**config.mk**
```make
export PLATFORM = sky130hd
export DESIGN_NAME = dbg_loader
export DESIGN_NICKNAME = d
export VERILOG_FILES = /design/src/rtl/dbg_pkg.sv /design/src/rtl/dbg_loader_run_timer.sv /design/src/rtl/dbg_loader.sv
export SDC_FILE = /design/constraint.sdc
export NUM_CORES = 1
export LEC_CHECK = 0
export CAP_MARGIN = 5
export CELL_PAD_IN_SITES_DETAIL_PLACEMENT = 1
export CELL_PAD_IN_SITES_GLOBAL_PLACEMENT = 1
export CORE_MARGIN = 10
export CORE_UTILIZATION = 36
export CTS_BUF_LIST = sky130_fd_sc_hd__clkbuf_16
export CTS_CLUSTER_SIZE = 20
export DETAILED_ROUTE_END_ITERATION = 8
export GPL_TIMING_DRIVEN = 0
export PLACE_DENSITY = 0.89
export SLEW_MARGIN = 20
export SYNTH_ARGS = -nofsm -noshare
export SYNTH_HDL_FRONTEND = slang
export SYNTH_SLANG_ARGS = --single-unit
```
**constraint.sdc**
```tcl
create_clock -name clk -period 4.8 [get_ports clk]
set_input_delay 1.44 -clock clk [delete_from_list [all_inputs] [get_ports clk]]
set_output_delay 1.44 -clock clk [all_outputs]
set_load 0.1 [all_outputs]
```
**src/rtl/dbg_pkg.sv**
```systemverilog
// dbg_pkg: shared definitions for the debug loader.
// Holds the host opcodes, the loader state encoding and the default
// memory depths / run-counter width used as parameter defaults.
package dbg_pkg;

  localparam int IMEM_WORDS_DEF = 64;
  localparam int DMEM_WORDS_DEF = 64;
  localparam int CYC_W_DEF      = 16;

  localparam logic [2:0] OP_NOP     = 3'd0;
  localparam logic [2:0] OP_WR_IMEM = 3'd1;
  localparam logic [2:0] OP_WR_DMEM = 3'd2;
  localparam logic [2:0] OP_RD_DMEM = 3'd3;
  localparam logic [2:0] OP_RUN     = 3'd4;

  typedef enum logic [2:0] {
    S_IDLE    = 3'd0,
    S_WRITE   = 3'd1,
    S_RD_REQ  = 3'd2,
    S_RD_WAIT = 3'd3,
    S_RUNNING = 3'd4,
    S_RESP    = 3'd5
  } state_t;

endpackage

```
**src/rtl/dbg_loader_run_timer.sv**
```systemverilog
// run_timer: down-counter that times the CPU run window.
// Ports:
//   clk, reset_n  - clock, async active-low reset (count cleared to 0)
//   load          - load load_val this cycle (has priority over enable)
//   enable        - decrement by one while nonzero
//   load_val      - value to load
//   zero          - count is zero
module run_timer #(
  parameter int W = 16
) (
  input  logic         clk,
  input  logic         reset_n,
  input  logic         load,
  input  logic         enable,
  input  logic [W-1:0] load_val,
  output logic         zero
);

  logic [W-1:0] cnt;

  always_ff @(posedge clk or negedge reset_n) begin
    if (!reset_n) begin
      cnt <= '0;
    end else if (load) begin
      cnt <= load_val;
    end else if (enable && (cnt != '0)) begin
      cnt <= cnt - 1'b1;
    end
  end

  assign zero = (cnt == '0);

endmodule

```
**src/rtl/dbg_loader.sv**
```systemverilog
// dbg_loader: host-driven debug loader. Accepts one command at a time,
// writes the instruction ROM / data RAM, reads the data RAM, or releases
// the CPU from reset for a counted number of cycles, then returns one
// response per command.
// Ports:
//   clk, reset_n              - clock, async active-low reset
//   cmd_valid/ready/op/addr/data - host command channel (byte address)
//   rsp_valid/ready/data/err  - host response channel
//   imem_we/addr/wdata        - instruction ROM write port (word index)
//   dmem_we/re/addr/wdata/rdata - data RAM port, rdata one cycle after re
//   cpu_reset                 - active-high CPU reset, low only while running
//   dbg_state                 - current loader state, for observation
//
// Handshakes: a transfer happens on a rising edge where valid and ready are
// both high. cmd_ready is high only in IDLE. Once rsp_valid rises, it and
// rsp_data/rsp_err hold until the edge where rsp_ready is also high.
module dbg_loader
  import dbg_pkg::*;
#(
  parameter int IMEM_WORDS = IMEM_WORDS_DEF,
  parameter int DMEM_WORDS = DMEM_WORDS_DEF,
  parameter int CYC_W      = CYC_W_DEF
) (
  input  logic        clk,
  input  logic        reset_n,
  input  logic        cmd_valid,
  output logic        cmd_ready,
  input  logic [2:0]  cmd_op,
  input  logic [15:0] cmd_addr,
  input  logic [63:0] cmd_data,
  output logic        rsp_valid,
  input  logic        rsp_ready,
  output logic [63:0] rsp_data,
  output logic        rsp_err,
  output logic        imem_we,
  output logic [9:0]  imem_addr,
  output logic [31:0] imem_wdata,
  output logic        dmem_we,
  output logic        dmem_re,
  output logic [9:0]  dmem_addr,
  output logic [63:0] dmem_wdata,
  input  logic [63:0] dmem_rdata,
  output logic        cpu_reset,
  output logic [2:0]  dbg_state
);

  state_t           state;
  logic             accept;
  logic             imem_bad;
  logic             dmem_bad;
  logic [CYC_W-1:0] run_n;
  logic             run_load;
  logic             run_zero;

  assign accept = cmd_valid && cmd_ready;
  assign run_n  = cmd_data[CYC_W-1:0];

  // Misaligned or beyond-depth word index (full address width, so high
  // address bits cannot alias into range).
  assign imem_bad = (cmd_addr[1:0] != 2'd0) ||
                    ({18'd0, cmd_addr[15:2]} >= 32'(IMEM_WORDS));
  assign dmem_bad = (cmd_addr[2:0] != 3'd0) ||
                    ({19'd0, cmd_addr[15:3]} >= 32'(DMEM_WORDS));

  // Timer holds N-1 so that it reads zero in the Nth running cycle.
  assign run_load = (state == S_IDLE) && accept && (cmd_op == OP_RUN) &&
                    (run_n != '0);

  run_timer #(.W(CYC_W)) u_run_timer (
    .clk      (clk),
    .reset_n  (reset_n),
    .load     (run_load),
    .enable   (state == S_RUNNING),
    .load_val (run_n - 1'b1),
    .zero     (run_zero)
  );

  assign dbg_state = state;

  always_ff @(posedge clk or negedge reset_n) begin
    if (!reset_n) begin
      state      <= S_IDLE;
      cmd_ready  <= 1'b0;
      rsp_valid  <= 1'b0;
      rsp_err    <= 1'b0;
      rsp_data   <= '0;
      imem_we    <= 1'b0;
      imem_addr  <= '0;
      imem_wdata <= '0;
      dmem_we    <= 1'b0;
      dmem_re    <= 1'b0;
      dmem_addr  <= '0;
      dmem_wdata <= '0;
      cpu_reset  <= 1'b1;
    end else begin
      // Strobes are single-cycle pulses.
      imem_we <= 1'b0;
      dmem_we <= 1'b0;
      dmem_re <= 1'b0;
      case (state)
        S_IDLE: begin
          if (accept) begin
            cmd_ready <= 1'b0;
            rsp_err   <= 1'b0;
            rsp_data  <= '0;
            case (cmd_op)
              OP_NOP: begin
                rsp_valid <= 1'b1;
                state     <= S_RESP;
              end
              OP_WR_IMEM: begin
                if (imem_bad) begin
                  rsp_err   <= 1'b1;
                  rsp_valid <= 1'b1;
                  state     <= S_RESP;
                end else begin
                  imem_we    <= 1'b1;
                  imem_addr  <= cmd_addr[11:2];
                  imem_wdata <= cmd_data[31:0];
                  state      <= S_WRITE;
                end
              end
              OP_WR_DMEM: begin
                if (dmem_bad) begin
                  rsp_err   <= 1'b1;
                  rsp_valid <= 1'b1;
                  state     <= S_RESP;
                end else begin
                  dmem_we    <= 1'b1;
                  dmem_addr  <= cmd_addr[12:3];
                  dmem_wdata <= cmd_data;
                  state      <= S_WRITE;
                end
              end
              OP_RD_DMEM: begin
                if (dmem_bad) begin
                  rsp_err   <= 1'b1;
                  rsp_valid <= 1'b1;
                  state     <= S_RESP;
                end else begin
                  dmem_re   <= 1'b1;
                  dmem_addr <= cmd_addr[12:3];
                  state     <= S_RD_REQ;
                end
              end
              OP_RUN: begin
                // Result is the requested count; parked here while running.
                rsp_data <= {{(64-CYC_W){1'b0}}, run_n};
                if (run_n == '0) begin
                  rsp_valid <= 1'b1;
                  state     <= S_RESP;
                end else begin
                  cpu_reset <= 1'b0;
                  state     <= S_RUNNING;
                end
              end
              default: begin
                rsp_err   <= 1'b1;
                rsp_valid <= 1'b1;
                state     <= S_RESP;
              end
            endcase
          end else begin
            cmd_ready <= 1'b1;
          end
        end
        S_WRITE: begin
          rsp_valid <= 1'b1;
          state     <= S_RESP;
        end
        S_RD_REQ: begin
          state <= S_RD_WAIT;
        end
        S_RD_WAIT: begin
          rsp_data  <= dmem_rdata;
          rsp_valid <= 1'b1;
          state     <= S_RESP;
        end
        S_RUNNING: begin
          if (run_zero) begin
            cpu_reset <= 1'b1;
            rsp_valid <= 1'b1;
            state     <= S_RESP;
          end
        end
        S_RESP: begin
          if (rsp_ready) begin
            rsp_valid <= 1'b0;
            rsp_err   <= 1'b0;
            rsp_data  <= '0;
            cmd_ready <= 1'b1;
            state     <= S_IDLE;
          end
        end
        default: begin
          state <= S_IDLE;
        end
      endcase
    end
  end

endmodule

```
==> results.py <==
metrics = {
    "worst_setup_path": {
        "slowest_delay_ns": 0.67,
        "crit_family": "simple AND/OR/NAND/NOR gates",
        "crit_type": "input port to flip-flop",
        "cp_data_arrival_time_ns": 4.94,
        "cp-end-kind": "flip-flop",
        "critPathLaunchType": "input port",
        "crit_fanout": 11,
        "path_cells": "clkdlybuf4s50_1 > nor4_4 > nand4_1 > nand2_4 > mux2i_1 > ha_1 > nor3b_2 > and3_1 > nor2_1 > o31ai_1 > and3_1",
        "crit_slowest_cell": "clkdlybuf4s50_1",
        "required_ns": 5.25,
        "critPathBufInv": 1,
        "ff2ff_setup_slack_ns": 1.36,
        "cpMostUsedCell": "and3_1",
    },
    "logic_synthesis": {
        "synthXorXnorAreaFrac": 0.0185,
        "netlist_area_mm2": 0.00853,
        "synth_fa_ha_area_frac": 0.00147,
        "async_reset_ff_frac": 1.00,
        "synth_nets": 801,
        "synthFlopType": "dfrtp_1",
        "synth_compound_area_frac": 0.113,
        "ys_ff_latch": 206,
        "yosysSeqAreaShare": 0.605,
        "avgSynthCellArea_um2": 13.1,
        "yosysWarnings": 0,
        "yosys.area_share.simple": 0.0849,
        "synth_cell_types": 55,
        "synth_edf_count": 0,
        "synthCells": 649,
        "synthMuxAreaShare": 0.153,
        "synth_top_family_by_area": "multiplexers",
    },
    "detailed_routing": {
        "vias": 7142,
        "drt_iter0_drc": 439,
        "via_per_inst": 5.29,
        "avgRoutedWirePerCell_um": 26.7,
        "dr.pass1.iters": 5,
        "wl_mm": 36.1,
        "ant_nets": 0,
        "drc": 0,
    },
    "final_layout": {
        "final_cell_mix": "clkdlybuf4s50_1 (334), dfrtp_1 (205), mux2_2 (93)",
        "final_common_cell": "clkdlybuf4s50_1",
        "finalNetCount": 1165,
        "register_area_mm2": 0.00516,
        "postLayoutCellArea_mm2": 0.0131,
        "multiInputGateArea_mm2": 0.00322,
        "n_fill_cell": 2410,
        "num_antenna_cells": 0,
        "drive_above_1_share": 0.152,
        "area_growth_pct": 54.1,
        "layoutNonFillerInstCount": 1350,
    },
    "global_route": {
        "grt_max_degree": 78,
        "grt_pass1_vias": 8237,
        "antenna_found_initial": 0,
        "grt_use_total": 0.230,
        "grt_pass1_wl_mm": 54.5,
        "gr-total-overflow": 0,
    },
    "placed_design": {
        "place_area_mm2": 0.0123,
        "dp_hpwl_mm": 26.4,
        "io_buffer_count": 335,
        "dp_cells": 1306,
        "gp_congestion": 0.819,
    },
    "status": {
        "run_status": "finished, final reports clean",
    },
    "power": {
        "cellPowerDensity_mw_per_mm2": 370,
        "ir_drop_mv": 0.218,
        "leakage_nw": 5.80,
    },
    "sta": {
        "fin_skew_ns": 0.0188,
        "max_freq_ghz": 0.223,
        "slew_violations": 0,
        "hold_viol": 0,
        "slew_headroom": 0.211,
        "whs_ns": 0.486,
        "period_share": 0.935,
        "worstMarginPinSlew_ns": 1.18,
        "period_needed_ns": 4.49,
        "setup_viol": 0,
        "rsz0062_at_grt": "false",
    },
    "die": {
        "pin_count": 341,
        "initial_core_util": 0.364,
        "coreArea_mm2": 0.0234,
        "die_w_um": 174,
        "num_rows": 56,
        "dieArea_mm2": 0.0302,
        "dieHeight_um": 174,
    },
    "clock_network": {
        "numCtsBuffers": 24,
        "htreeDepth": 1,
        "clkLatencyLatePin_ns": 0.52,
        "cts_buffer_depth": 3,
        "root_buffer": "clkbuf_16",
        "clock-sinks": 206,
        "clk_pin_slew_ns": 0.06,
        "cts_tree": "yes",
    },
    "min_path": {
        "hp-class": "flip-flop to flip-flop",
    },
    "flow_run": {
        "max_cap_viol_count": 0,
    },
}
==> stage by stage <==
stage | setup slack (ns) | utilization | total power [mW] | setup TNS (ns)
6_report | 0.312 | 0.562 | 4.87 | 0
5_1_grt | 0.0827 | 0.562 | 5.08 | 0
4_1_cts | 0.217 | 0.561 | 4.91 | 0
3_5_place_dp | -1.59 | 0.528 | 3.15 | -8.46
3_3_place_gp | -6.56 | 0.525 | 3.09 | -1351.54
2_1_floorplan | 0.183 | - | 2.68 | 0
==> layer usage <==
layer  part of all wire  wire length [µm]  vias up  track usage
li1                   -                 -     3122            -
met1               0.38             13700     3672        0.254
met2               0.51             18200      302        0.405
met3              0.095              3420       46       0.0884
met4              0.021               756        0       0.0588
met5                  0                 0        -            0
==> logic make-up after synthesis <==
logic type / count (synthesis)
AO/OA/AOI/OAI: 129
AND/OR/NAND/NOR: 135
flip-flops: 206
adder cells (fa/ha/maj): 1
XOR/XNOR: 18
buffers and inverters: 43
multiplexers: 117
==> path summary, 6_finish.rpt <==
| path | cells past startpoint | start | to |
|---|---|---|---|
| setup / recovery | 11 | cmd_data[1] | u_run_timer.cnt[14] |
| hold / removal | 2 | rsp_data[9] | rsp_data[9] |
| setup reg to reg | 10 | dbg_state[1] | u_run_timer.cnt[14] |
| hold reg to reg | 2 | rsp_data[9] | rsp_data[9] |
| max in group asynchronous | 2 | reset_n | rsp_data[60] |
| min in group asynchronous | 1 | reset_n | dmem_addr[0] |
==> sequential cells by signal (all words and copies together), names as in the netlist <==
register / cells
rsp_valid: 1
dbg_state: 3
rsp_err: 1
rsp_data: 64
cpu_reset: 1
imem_we: 1
imem_addr: 10
dmem_addr: 10
dmem_re: 1
imem_wdata: 32
u_run_timer.cnt: 16
dmem_wdata: 64
cmd_ready: 1
dmem_we: 1
==> synth_stat cells (all sizes together), types with 3 or more instances <==
master | n | area share
a21oi | 8 | 0.0047
a22o | 49 | 0.050
a22oi | 18 | 0.016
a31oi | 4 | 0.0029
and2 | 5 | 0.0037
and3 | 6 | 0.0044
buf | 12 | 0.011
clkbuf | 29 | 0.013
dfrtp | 205 | 0.60
mux2 | 108 | 0.14
mux2i | 9 | 0.011
nand2 | 38 | 0.017
nand3 | 6 | 0.0035
nand4 | 3 | 0.0022
nor2 | 22 | 0.0097
nor2b | 10 | 0.0073
nor3 | 11 | 0.0076
nor3b | 5 | 0.0044
nor4 | 9 | 0.0084
o211ai | 3 | 0.0026
o21a | 3 | 0.0026
o21ai | 26 | 0.015
o311ai | 3 | 0.0031
or3 | 4 | 0.0029
or4 | 7 | 0.0062
xnor2 | 9 | 0.0092
xor2 | 9 | 0.0092
==> area by class of cell <==
class,instances,share of cell area
Inverter,2,0.000571
Clock inverter,19,0.00837
Sequential cell,206,0.392
Tap cell,319,0.0304
Timing Repair Buffer,339,0.261
Clock buffer,25,0.0476
Buffer,40,0.0153
Multi-Input combinational cell,400,0.245
==> what timing repair did <==
action / CTS / global route
hold buffers: 0 / 0
resized for setup: 9 / 2
setup buffers: 1 / 0
setup endpoints to repair: 6 / 1
pin swaps: 1 / 0
==> where the power goes <==
part,leakage [nW],switching [mW],internal (mW)
Clock,0.380,0.750,0.992
Sequential,2.83,0.110,1.85
Combinational,2.59,0.794,0.376
Total,5.80,1.65,3.22
==> worst register-to-register path: stages, from the launching register on <==
cell and delay [ns]:
dfrtp_1 0.48, or3_1 0.45, nor3_2 0.45, nand2_4 0.21
mux2i_1 0.22, ha_1 0.25, nor3b_2 0.46, and3_1 0.26
nor2_1 0.05, o31ai_1 0.32, and3_1 0.21
Power figures use the tool's default switching activity.
